$ cat src/rtl/alu_drv_pkg.sv
// Shared definitions for the ALU command driver.
//   alu_op_e        : ALU opcode encoding (0 and 7 are illegal)
//   is_legal_op()   : true for opcodes the ALU accepts
//   alu_expected()  : reference result used by the optional result checker
//                     (ALU_DRV_CHECK_EN); computed at MODEL_W bits, callers
//                     keep the low DATA_W bits so any DATA_W <= MODEL_W works.
package alu_drv_pkg;

  localparam int unsigned OP_W    = 3;
  localparam int unsigned MODEL_W = 64;

  typedef enum logic [OP_W-1:0] {
    OP_ILL0 = 3'd0,
    OP_ADD  = 3'd1,
    OP_SUB  = 3'd2,
    OP_OR   = 3'd3,
    OP_AND  = 3'd4,
    OP_XOR  = 3'd5,
    OP_NOT  = 3'd6,
    OP_ILL7 = 3'd7
  } alu_op_e;

  function automatic logic is_legal_op(input logic [OP_W-1:0] op);
    return (op != OP_ILL0) && (op != OP_ILL7);
  endfunction

  function automatic logic [MODEL_W-1:0] alu_expected(input logic [OP_W-1:0] op,
                                                     input logic [MODEL_W-1:0] a,
                                                     input logic [MODEL_W-1:0] b);
    logic [MODEL_W-1:0] r;
    r = '0;
    case (op)
      OP_ADD:  r = a + b;
      OP_SUB:  r = a - b;
      OP_OR:   r = a | b;
      OP_AND:  r = a & b;
      OP_XOR:  r = a ^ b;
      OP_NOT:  r = ~a;
      default: r = '0;
    endcase
    return r;
  endfunction

endpackage

$ cat src/rtl/alu_drv_fifo.sv
// Parameterised synchronous FIFO, async active-low reset of the pointers.
//   clk, rst_n       : clock, asynchronous active-low reset
//   i_push, i_data   : write strobe and data (ignored when full)
//   i_pop            : read strobe (ignored when empty)
//   o_data           : head entry (undefined when empty; caller gates it)
//   o_full, o_empty  : occupancy flags
// DEPTH must be a power of two >= 2.
module alu_drv_fifo #(
  parameter int unsigned WIDTH = 8,
  parameter int unsigned DEPTH = 4
) (
  input  logic             clk,
  input  logic             rst_n,
  input  logic             i_push,
  input  logic [WIDTH-1:0] i_data,
  input  logic             i_pop,
  output logic [WIDTH-1:0] o_data,
  output logic             o_full,
  output logic             o_empty
);

  localparam int unsigned AW = $clog2(DEPTH);

  logic [WIDTH-1:0] r_mem [DEPTH];
  logic [AW:0]      r_wr_ptr;
  logic [AW:0]      r_rd_ptr;
  logic             w_push;
  logic             w_pop;

  assign w_push  = i_push && !o_full;
  assign w_pop   = i_pop && !o_empty;
  // Extra pointer bit distinguishes full from empty when the indices match.
  assign o_empty = (r_wr_ptr == r_rd_ptr);
  assign o_full  = (r_wr_ptr[AW] != r_rd_ptr[AW]) &&
                   (r_wr_ptr[AW-1:0] == r_rd_ptr[AW-1:0]);
  assign o_data  = r_mem[r_rd_ptr[AW-1:0]];

  always_ff @(posedge clk or negedge rst_n) begin
    if (!rst_n) begin
      r_wr_ptr <= '0;
      r_rd_ptr <= '0;
    end else begin
      if (w_push) r_wr_ptr <= r_wr_ptr + 1'b1;
      if (w_pop)  r_rd_ptr <= r_rd_ptr + 1'b1;
    end
  end

  always_ff @(posedge clk) begin
    if (w_push) r_mem[r_wr_ptr[AW-1:0]] <= i_data;
  end

endmodule

$ cat src/rtl/alu_cmd_driver.sv
// Initiator for the ALU interface: buffers tagged commands, issues at most
// one ALU operation per cycle under a response-FIFO credit limit, captures
// each result one cycle after issue and returns responses in order.
//   clk, reset                      : clock, asynchronous active-low reset
//   cmd_valid/ready/opcode/a/b      : command stream in
//   alu_vld/opcode/a/b              : registered drive to the ALU
//   alu_out, alu_opvld              : ALU result (latency 1); opVld is unused
//   rsp_valid/ready/data/tag/err/mismatch : response stream out
// Optional macro ALU_DRV_CHECK_EN: compare each captured result against an
// internal model and flag rsp_mismatch; otherwise rsp_mismatch is 0.
module alu_cmd_driver
  import alu_drv_pkg::*;
#(
  parameter int unsigned DATA_W    = 16,
  parameter int unsigned CMD_DEPTH = 4,
  parameter int unsigned RSP_DEPTH = 4,
  parameter int unsigned TAG_W     = 4
) (
  input  logic              clk,
  input  logic              reset,
  input  logic              cmd_valid,
  output logic              cmd_ready,
  input  logic [2:0]        cmd_opcode,
  input  logic [DATA_W-1:0] cmd_a,
  input  logic [DATA_W-1:0] cmd_b,
  output logic              alu_vld,
  output logic [2:0]        alu_opcode,
  output logic [DATA_W-1:0] alu_a,
  output logic [DATA_W-1:0] alu_b,
  input  logic [DATA_W-1:0] alu_out,
  input  logic              alu_opvld,
  output logic              rsp_valid,
  input  logic              rsp_ready,
  output logic [DATA_W-1:0] rsp_data,
  output logic [TAG_W-1:0]  rsp_tag,
  output logic              rsp_err,
  output logic              rsp_mismatch
);

  typedef struct packed {
    logic [2:0]        opcode;
    logic [DATA_W-1:0] a;
    logic [DATA_W-1:0] b;
    logic [TAG_W-1:0]  tag;
  } cmd_t;

  typedef struct packed {
    logic [DATA_W-1:0] data;
    logic [TAG_W-1:0]  tag;
    logic              err;
    logic              mismatch;
  } rsp_t;

  localparam int unsigned CMD_W = $bits(cmd_t);
  localparam int unsigned RSP_W = $bits(rsp_t);
  localparam int unsigned CRD_W = $clog2(RSP_DEPTH + 1);

  cmd_t             w_cmd_in, w_cmd_head;
  rsp_t             w_rsp_in, w_rsp_head, w_rsp_out;
  logic             w_cmd_full, w_cmd_empty, w_rsp_full, w_rsp_empty;
  logic             w_accept, w_issue, w_head_legal, w_rsp_push, w_rsp_pop;
  logic [TAG_W-1:0] r_tag;
  logic [CRD_W-1:0] r_credits;
  logic             r_alu_vld;
  logic [2:0]       r_alu_opcode;
  logic [DATA_W-1:0] r_alu_a, r_alu_b;
  logic             r_p1_vld, r_p1_err, r_p2_vld, r_p2_err;
  logic [TAG_W-1:0] r_p1_tag, r_p2_tag;
  // opVld is sticky, so it carries no per-result timing; capture relies on
  // the fixed one-cycle ALU latency instead.
  logic             w_unused_opvld;

  assign w_unused_opvld = alu_opvld;

  assign cmd_ready    = !w_cmd_full;
  assign w_accept     = cmd_valid && !w_cmd_full;
  assign w_cmd_in     = '{opcode: cmd_opcode, a: cmd_a, b: cmd_b, tag: r_tag};
  assign w_head_legal = is_legal_op(w_cmd_head.opcode);
  assign w_issue      = !w_cmd_empty && (r_credits != '0);

  alu_drv_fifo #(.WIDTH(CMD_W), .DEPTH(CMD_DEPTH)) u_cmd_fifo (
    .clk     (clk),
    .rst_n   (reset),
    .i_push  (w_accept),
    .i_data  (w_cmd_in),
    .i_pop   (w_issue),
    .o_data  (w_cmd_head),
    .o_full  (w_cmd_full),
    .o_empty (w_cmd_empty)
  );

`ifdef ALU_DRV_CHECK_EN
  logic [MODEL_W-1:0] w_exp_full;
  logic [DATA_W-1:0]  r_p1_exp, r_p2_exp;

  assign w_exp_full = alu_expected(w_cmd_head.opcode, MODEL_W'(w_cmd_head.a),
                                   MODEL_W'(w_cmd_head.b));

  always_ff @(posedge clk or negedge reset) begin
    if (!reset) begin
      r_p1_exp <= '0;
      r_p2_exp <= '0;
    end else begin
      r_p1_exp <= w_exp_full[DATA_W-1:0];
      r_p2_exp <= r_p1_exp;
    end
  end

  assign w_rsp_in.mismatch = !r_p2_err && (alu_out != r_p2_exp);
`else
  assign w_rsp_in.mismatch = 1'b0;
`endif

  // Stage 1 lines up with alu_vld, stage 2 with the registered alu_out.
  assign w_rsp_in.data = r_p2_err ? '0 : alu_out;
  assign w_rsp_in.tag  = r_p2_tag;
  assign w_rsp_in.err  = r_p2_err;
  assign w_rsp_push    = r_p2_vld && !w_rsp_full;
  assign w_rsp_pop     = !w_rsp_empty && rsp_ready;

  alu_drv_fifo #(.WIDTH(RSP_W), .DEPTH(RSP_DEPTH)) u_rsp_fifo (
    .clk     (clk),
    .rst_n   (reset),
    .i_push  (w_rsp_push),
    .i_data  (w_rsp_in),
    .i_pop   (w_rsp_pop),
    .o_data  (w_rsp_head),
    .o_full  (w_rsp_full),
    .o_empty (w_rsp_empty)
  );

  always_ff @(posedge clk or negedge reset) begin
    if (!reset) begin
      r_tag        <= '0;
      r_credits    <= CRD_W'(RSP_DEPTH);
      r_alu_vld    <= 1'b0;
      r_alu_opcode <= '0;
      r_alu_a      <= '0;
      r_alu_b      <= '0;
      r_p1_vld     <= 1'b0;
      r_p1_err     <= 1'b0;
      r_p1_tag     <= '0;
      r_p2_vld     <= 1'b0;
      r_p2_err     <= 1'b0;
      r_p2_tag     <= '0;
    end else begin
      if (w_accept) r_tag <= r_tag + 1'b1;
      case ({w_issue, w_rsp_pop})
        2'b10:   r_credits <= r_credits - 1'b1;
        2'b01:   r_credits <= r_credits + 1'b1;
        default: r_credits <= r_credits;
      endcase
      r_alu_vld <= w_issue && w_head_legal;
      if (w_issue && w_head_legal) begin
        r_alu_opcode <= w_cmd_head.opcode;
        r_alu_a      <= w_cmd_head.a;
        r_alu_b      <= w_cmd_head.b;
      end
      r_p1_vld <= w_issue;
      r_p1_err <= !w_head_legal;
      r_p1_tag <= w_cmd_head.tag;
      r_p2_vld <= r_p1_vld;
      r_p2_err <= r_p1_err;
      r_p2_tag <= r_p1_tag;
    end
  end

  assign alu_vld    = r_alu_vld;
  assign alu_opcode = r_alu_opcode;
  assign alu_a      = r_alu_a;
  assign alu_b      = r_alu_b;

  assign w_rsp_out    = w_rsp_empty ? '0 : w_rsp_head;
  assign rsp_valid    = !w_rsp_empty;
  assign rsp_data     = w_rsp_out.data;
  assign rsp_tag      = w_rsp_out.tag;
  assign rsp_err      = w_rsp_out.err;
  assign rsp_mismatch = w_rsp_out.mismatch;

endmodule

$ cat config.mk
export PLATFORM = sky130hd
export DESIGN_NAME = alu_cmd_driver
export DESIGN_NICKNAME = d
export VERILOG_FILES = /design/src/rtl/alu_drv_pkg.sv /design/src/rtl/alu_drv_fifo.sv /design/src/rtl/alu_cmd_driver.sv
export SDC_FILE = /design/constraint.sdc
export NUM_CORES = 1
export LEC_CHECK = 0
export CAP_MARGIN = 20
export CELL_PAD_IN_SITES_DETAIL_PLACEMENT = 1
export CELL_PAD_IN_SITES_GLOBAL_PLACEMENT = 1
export CORE_MARGIN = 2
export CORE_UTILIZATION = 49
export CTS_CLUSTER_DIAMETER = 200
export DETAILED_ROUTE_END_ITERATION = 8
export GPL_ROUTABILITY_DRIVEN = 0
export HOLD_SLACK_MARGIN = 0.06
export PLACE_DENSITY = 0.81
export RECOVER_POWER = 100
export SLEW_MARGIN = 40
export SYNTH_ARGS = -nofsm -noshare
export SYNTH_HDL_FRONTEND = slang
export SYNTH_SLANG_ARGS = --single-unit
$ cat constraint.sdc
create_clock -name clk -period 2.95 [get_ports clk]
set_input_delay 0.4425 -clock clk [delete_from_list [all_inputs] [get_ports clk]]
set_output_delay 0.4425 -clock clk [all_outputs]
set_load 0.02 [all_outputs]
==> flow_summary.json, run 1 <==
{
  "status": "complete, but fails checks",
  "violations": "max-capacitance violations, max-slew violations",
  "tightest_slew_ns": 1.774,
  "start_kind": "register",
  "seq_power_share_pct": 36.7,
  "regArea_sq_mm": 0.008889,
  "cts_tree": "built",
  "synthXorXnorAreaFrac_pct": 1.561,
  "synth_warnings": 0,
  "cts_max_path_buffers": 3,
  "routed_via_density": 5.968,
  "syn_to_final_growth_pct": 20.86,
  "num_rows": 58,
  "drtAntennaViolNets": 0,
  "die-area_sq_mm": 0.02648,
  "critPathKind": "register to output pin",
  "synthTopCellsByArea": "edfxtp_1 (58%), dfrtp_1 (13%), mux4_2 (11%), a211oi_1 (1.6%), o22ai_1 (1.6%)",
  "synth_fa_ha_area_share_pct": 1.379,
  "drv_slew": 68,
  "die_width_microns": 162.7,
  "cellPowerDensity_mw_per_mm2": 1340,
  "numPlacedInstances": 1100,
  "fin_skew_ns": 0.02100,
  "hp-start": "r_p1_tag[3]",
  "syn-cell-area_sq_mm": 0.01234,
  "cts_buffers": 34,
  "io_pins": 116,
  "final_util_pct": 59.76,
  "grt_pass1_vias": 7676,
  "cp-end-kind": "output pin",
  "grt_pass1_wl_microns": 44800,
  "dp_slack_ns": 0.3023,
  "drive_gt1_share_pct": 18.85,
  "yosysTopAreaCell": "edfxtp_1",
  "cts.sinks": 307,
  "grt.total_usage_pct": 22.34,
  "swShare_pct": 37.62,
  "synth.avg_cell_area_sq_um": 18.23,
  "final_nets": 877,
  "multiInputGateArea_sq_mm": 0.003156,
  "antenna_found_initial": 3,
  "synth_top_area_share_pct": 58.39,
  "dr.pass1.iters": 4,
  "h-tree-depth": 2,
  "wl_per_cell_microns": 24.69,
  "insertion_delay_ns": 0.51,
  "cap_viol_max_count": 1,
  "grt-ovfl-total": 0,
  "holdPathStages": 0,
  "coreArea_sq_mm": 0.02496,
  "finalSetupViolCount": 0,
  "synth_top_family_by_area": "multiplexers",
  "synth_compound_area_share_pct": 6.021,
  "p_leak_nw": 5.090,
  "reg2reg_slack_ns": 0.21,
  "drtIter0Drc": 412,
  "yosysSeqAreaShare_pct": 71.98,
  "hp-class": "register to register",
  "finalCritPeriodShare_pct": 98.18,
  "io_buffers": 113,
  "yosys.area_share.simple_pct": 5.068,
  "hold_viol_final": 0,
  "crit_fanout": 10,
  "fillers": 2201,
  "slew_headroom_pct": -18.26,
  "min_period_ns": 2.896,
  "ys_types": 41,
  "crit_required_ns": 2.51,
  "die_h_microns": 162.7,
  "combPwrFrac_pct": 43.6,
  "power.switching_mw": 7.519,
  "drt-total-wl_microns": 28740,
  "p_int_mw": 12.47,
  "detailed_place_hpwl_microns": 17550,
  "drc": 0,
  "cts_root_buf": "clkbuf_16",
  "clk_pin_slew_ns": 0.06,
  "post_cts.repair.setup_buffers": 0,
  "num_vias": 6947,
  "worstHoldEndpoint": "r_p2_tag[3]",
  "crit_arrival_ns": 2.45,
  "finalWorstSetupSlack_ns": 0.05366,
  "grt_max_degree": 68,
  "r2r_end": "alu_b[13]",
  "irDropWorstVdd_mv": 0.7773,
  "max_freq_mhz": 345.3,
  "ff2ff_path_depth": 5,
  "layout.cells.non_filler": 1164,
  "r2r-start": "u_cmd_fifo.r_rd_ptr[0]",
  "synth-seq-cells": 307,
  "synthesis.nets": 746,
  "syn_inst": 677,
  "yosys-mux-area-fraction_pct": 11.39,
  "clockPowerShare_pct": 19.8,
  "finalSetupTns_ns": 0,
  "hold_ws_ns": 0.3528,
  "initial_core_util_pct": 49.44
}
-- placed cells by master (no fill, tap or decap), types with 3 or more instances in the layout --
cell             instances
dlygate4sd3_1           74
nor2b_1                 16
clkbuf_8                 3
inv_1                    8
clkinv_2                 5
clkinv_1                 6
clkbuf_1                 9
o22ai_1                 32
nand3_1                  3
a211oi_2                 3
dfrtp_2                  3
and2_1                  15
a21o_1                   3
nor4_1                  28
o21ai_0                  4
and2_0                  14
clkdlybuf4s50_1         39
nor4_2                   4
buf_4                   17
clkbuf_16               36
edfxtp_1               240
mux4_2                  60
xor2_1                  10
dfrtp_1                 63
a22o_1                   3
nand2_1                 11
mux2_2                   4
a211oi_1                29
buf_12                   3
clkbuf_2                 7
ha_1                    12
xnor2_1                 12
a21oi_1                 32
-- routing by layer --
layer / global-route usage (%) / part of all wire (%) / up-vias
met5: 0 / 0.042 / -
met4: 7.562 / 2.6 / 2
met3: 4.558 / 6.2 / 63
met2: 38.25 / 52 / 296
met1: 28.69 / 39 / 3604
li1: - / - / 2982
-- layout make-up --
| type | count | share of cell area (%) |
|---|---|---|
| diodes | 1 | 0.01677 |
| clock buffers | 47 | 6.517 |
| clock inverters | 14 | 0.4865 |
| inverters | 8 | 0.2013 |
| multi-input cells | 313 | 21.15 |
| flip-flops and latches | 307 | 59.58 |
| well taps | 330 | 2.768 |
| repair buffers | 144 | 9.276 |
-- stage by stage --
step	instance area, sq um	power, mW
2_1_floorplan	12340	12.91
3_3_place_gp	13910	15.58
3_5_place_dp	13920	16.27
4_1_cts	14980	20.39
5_1_grt	14920	21.06
6_report	14920	19.99
-- what timing repair did --
action	in CTS	in global routing
hold endpoints to repair	66	0
resized for setup	1	0
hold buffers	1	0
endpoints found under the setup margin	6	6
gates cloned	0	1
-- cell families after synthesis --
| kind of cell | count (synthesis) |
|---|---|
| flops | 307 |
| compound gates | 112 |
| simple gates | 100 |
| mux | 65 |
| buf+inv | 57 |
| xor+xnor | 22 |
| fa+ha+maj | 13 |
| other cells | 1 |
-- how the worst max path moves through the flow --
stage,startpoint,endpoint,slack (ns),cells after the start
2_1_floorplan,u_cmd_fifo.r_rd_ptr[0],u_cmd_fifo.r_mem[2][0],0.22,6
3_3_place_gp,u_cmd_fifo.r_rd_ptr[0],alu_a[8],0.48,5
3_5_place_dp,u_cmd_fifo.r_rd_ptr[0],alu_b[2],0.30,5
4_1_cts,u_rsp_fifo.r_rd_ptr[0],rsp_data[12],0.05,4
5_1_grt,u_rsp_fifo.r_rd_ptr[0],rsp_err,-0.03,4
6_report,u_rsp_fifo.r_rd_ptr[0],rsp_err,0.05,4
-- worst max-delay path, cell delays in order (launching register included) --
cell             delay [ns]
dfrtp_2                0.46
buf_6                  0.23
mux4_2                 0.53
and2_1                 0.19
clkdlybuf4s50_1        0.55
-- power groups by stage --
stage / Sequential (mW) / Clock, mW / Combinational [mW]
after floorplan: 7.32 / 0 / 5.59
after detailed placement: 7.39 / 0 / 8.88
after global routing: 7.47 / 4.19 / 9.39
after global placement: 7.20 / 0 / 8.38
final: 7.33 / 3.95 / 8.71
after CTS: 7.33 / 4.03 / 9.03
-- registers in the layout, summed over array words and instances (netlist names) --
name	cells
u_cmd_fifo.r_mem	156
r_p2_err	1
r_p2_tag	4
u_cmd_fifo.r_rd_ptr	3
r_p1_err	1
alu_a	16
r_p1_tag	4
u_rsp_fifo.r_rd_ptr	3
r_p1_vld	1
r_credits	3
alu_b	16
r_tag	4
u_rsp_fifo.r_wr_ptr	3
u_rsp_fifo.r_mem	84
u_cmd_fifo.r_wr_ptr	3
alu_opcode	3
r_p2_vld	1
alu_vld	1
-- cells in the mapped netlist --
| library cell | count |
|---|---|
| a21oi_1 | 32 |
| nand2_1 | 11 |
| fa_1 | 1 |
| xnor2_1 | 12 |
| a211oi_2 | 5 |
| nor4_2 | 4 |
| inv_1 | 8 |
| a21o_1 | 3 |
| or3_1 | 1 |
| or2_1 | 1 |
| nor2_1 | 2 |
| clkbuf_1 | 20 |
| nand3b_1 | 1 |
| mux2i_1 | 1 |
| nor2b_1 | 16 |
| a22o_1 | 3 |
| mux4_2 | 60 |
| xor2_1 | 10 |
| o21ai_0 | 4 |
| buf_4 | 2 |
| o21bai_1 | 1 |
| dfstp_2 | 1 |
| nor3_4 | 1 |
| a211oi_1 | 27 |
| nand4_1 | 1 |
| o22ai_1 | 32 |
| nor4_1 | 28 |
| buf_6 | 10 |
| o21ai_1 | 1 |
| dfrtp_1 | 66 |
| conb_1 | 1 |
| buf_2 | 16 |
| mux2_2 | 4 |
| edfxtp_1 | 240 |
| a31oi_1 | 2 |
| o311ai_2 | 1 |
| buf_1 | 1 |
| nand3_1 | 3 |
| ha_1 | 12 |
| o31ai_1 | 1 |
| and2_1 | 31 |
No activity file was read; power rests on OpenSTA's default activity.
==> run 2, diff against run 1 <==
CORE_UTILIZATION = 25   (was 49)
PLACE_DENSITY = 0.48   (was 0.81)
RECOVER_POWER = default   (was 100)
==> run 2 against run 1 <==
  * The flow now finishes without violations
  * Global-route usage decreased by 10 points
  * Clock power increased by 18%
  * Highest routed layer unchanged
  * Combinational power grew 2%
  * Sequential share of layout area decreased by 2.8 points
  * Largest cell class unchanged
  * Design area grew 5.0%
  * Clock-buffer cell count grew 3
  * Power rose by 3.9%
  * Flip-flop and latch count is the same
  * Critical path depth unchanged
  * Worst hold slack worse by 0.0065 ns
  * Largest power group unchanged
  * Die area rose by 93%
==> flow_summary.json, run 2 (synthesis gave the netlist of run 1 again) <==
{
  "drtIter0Drc": 327,
  "cts.sinks": 307,
  "final_common_cell": "edfxtp_1",
  "wl_met1_microns": 13060,
  "dr_wl_met3_microns": 2067,
  "multiInputGateArea_sq_mm": 0.003174,
  "initial_core_util_pct": 25.27,
  "fin_skew_ns": 0.02172,
  "cap_viol_max_count": 0,
  "drc": 0,
  "max_freq_mhz": 355.3,
  "status": "finished, final reports clean",
  "die_h_microns": 226.2,
  "finalSetupViolCount": 0,
  "irDropWorstVdd_mv": 0.6127,
  "num_rows": 81,
  "drive_gt1_share_pct": 21.39,
  "drt-total-wl_microns": 30630,
  "layout_common_cells": "edfxtp_1 (240), clkdlybuf4s50_1 (102), dfrtp_1 (62)",
  "drtAntennaViolNets": 0,
  "route.met2.wl_microns": 14920,
  "dr.pass1.iters": 4,
  "cts_max_path_buffers": 3,
  "crit_required_ns": 2.51,
  "fillers": 5039,
  "crit_fanout": 11,
  "wl_per_cell_microns": 20.27,
  "p_int_mw": 13.22,
  "cts_buffers": 37,
  "antenna_found_initial": 3,
  "h-tree-depth": 2,
  "grt_pass1_vias": 7370,
  "cpMaxStageDelayCell": "clkdlybuf4s50_1",
  "routed_via_density": 4.435,
  "coreArea_sq_mm": 0.04885,
  "cts_tree": "built",
  "p_leak_nw": 5.293,
  "syn_to_final_growth_pct": 26.94,
  "power.switching_mw": 7.562,
  "worstSetupEndpoint": "rsp_tag[1]",
  "crit_arrival_ns": 2.37,
  "die_width_microns": 226.2,
  "regArea_sq_mm": 0.008890,
  "grt-ovfl-total": 0,
  "start_kind": "register",
  "drv_slew": 0,
  "hold_viol_final": 0,
  "critPathKind": "register to output pin",
  "clockPowerShare_pct": 22.5,
  "largest_reg_flops": 156,
  "ff2ff_path_depth": 5,
  "die-area_sq_mm": 0.05117,
  "swShare_pct": 36.40,
  "final_nets": 886,
  "grt_setup_unrepaired": "false",
  "clk_pin_slew_ns": 0.05,
  "cp-end-kind": "output pin",
  "r2r-start": "u_cmd_fifo.r_rd_ptr[0]",
  "min_period_ns": 2.815,
  "grt_pass1_wl_microns": 47240,
  "crit_path_cell_trace": "buf_12 -> mux4_2 -> and2_1 -> clkdlybuf4s50_1",
  "layout.cells.non_filler": 1511,
  "reg2reg_slack_ns": 0.55,
  "cts_root_buf": "clkbuf_16",
  "io_pins": 116,
  "insertion_delay_ns": 0.53,
  "finalSetupTns_ns": 0,
  "seq_power_share_pct": 34.9,
  "combPwrFrac_pct": 42.6,
  "r2r_end": "alu_a[13]",
  "finalCritPeriodShare_pct": 95.42,
  "cp-startpoint": "u_rsp_fifo.r_rd_ptr[0]",
  "tightest_slew_ns": 0.7128,
  "num_vias": 6702,
  "top_layer_used": "met5",
  "numPlacedInstances": 1440,
  "max_stage_delay_ns": 0.54,
  "detailed_place_hpwl_microns": 18590,
  "cellPowerDensity_mw_per_mm2": 1326,
  "grt_max_degree": 68,
  "slew_headroom_pct": 52.48,
  "io_buffers": 113,
  "grt.total_usage_pct": 12.32,
  "hp-class": "register to register"
}
run 2: changes by cell type in the layout (fill, tap and decap cells not counted), moves of 4 or more:
cell             change
bufinv_16            +4
and2_0              -14
clkdlybuf4s50_1     +63
dlygate4sd3_1       -73
clkbuf_2             -7
buf_4               +13
and2_1              +12
dlygate4sd2_1       +10
run 2: layout make-up:
cell class / count / area share [%]
well taps: 664 / 5.302
repair buffers: 150 / 9.439
clock buffers: 50 / 6.811
diodes: 1 / 0.01597
clock inverters: 18 / 1.246
flip-flops and latches: 307 / 56.74
multi-input cells: 313 / 20.26
inverters: 8 / 0.1916
run 2: critical path: cells and delay by family (launching register included):
kind / cells / cell delay [ns]
buffers and inverters: 2 / 0.72
flip-flops: 1 / 0.45
multiplexers: 1 / 0.52
AND/OR/NAND/NOR: 1 / 0.17
run 2: repair_timing:
item	CTS	global route
hold buffers	1	0
cloned	1	0
pin swaps	0	0
endpoints found under the setup margin	14	11
setup buffers	0	0
resized for setup	11	1
endpoints found under the hold margin	66	0
run 2: power by group through the flow:
| stage | clock, mW | sequential [mW] | combinational [mW] |
|---|---|---|---|
| final | 4.68 | 7.24 | 8.85 |
| after global routing | 5.00 | 7.43 | 9.77 |
| after CTS | 4.84 | 7.29 | 9.12 |
| after detailed placement | 0 | 7.36 | 9.14 |
| after global placement | 0 | 7.31 | 9.01 |
| after floorplan | 0 | 7.32 | 5.59 |
run 2: routing by layer:
| metal | vias up | global-route usage (%) |
|---|---|---|
| met5 | - | 0 |
| met4 | 4 | 3.268 |
| met3 | 57 | 3.630 |
| met2 | 161 | 20.52 |
| met1 | 3480 | 15.60 |
| li1 | 3000 | - |
run 2: how the worst min path moves through the flow:
stage | endpoint | start | slack [ns] | cells past startpoint
after CTS | r_p2_tag[3] | r_p1_tag[3] | 0.35 | 0
after global routing | r_p2_tag[3] | r_p1_tag[3] | 0.36 | 0
after global placement | r_p2_tag[0] | r_p1_tag[0] | 0.33 | 0
after floorplan | alu_a[0] | reset | 0.15 | 0
final | r_p2_vld | r_p1_vld | 0.35 | 0
after detailed placement | r_p2_tag[3] | r_p1_tag[3] | 0.34 | 0
run 2: stage by stage:
stage	instance area [sq um]	utilization (%)	power, mW	hold slack (ns)	setup slack, ns
floorplan	12340	-	12.91	0.1469	0.2229
global placement	14360	29.40	16.31	0.3325	0.5139
detailed placement	14370	29.41	16.50	0.3356	0.4993
CTS	15660	32.06	21.25	0.3487	0.04834
global route	15670	32.07	22.20	0.3573	0.004754
finish	15670	32.08	20.78	0.3463	0.1352
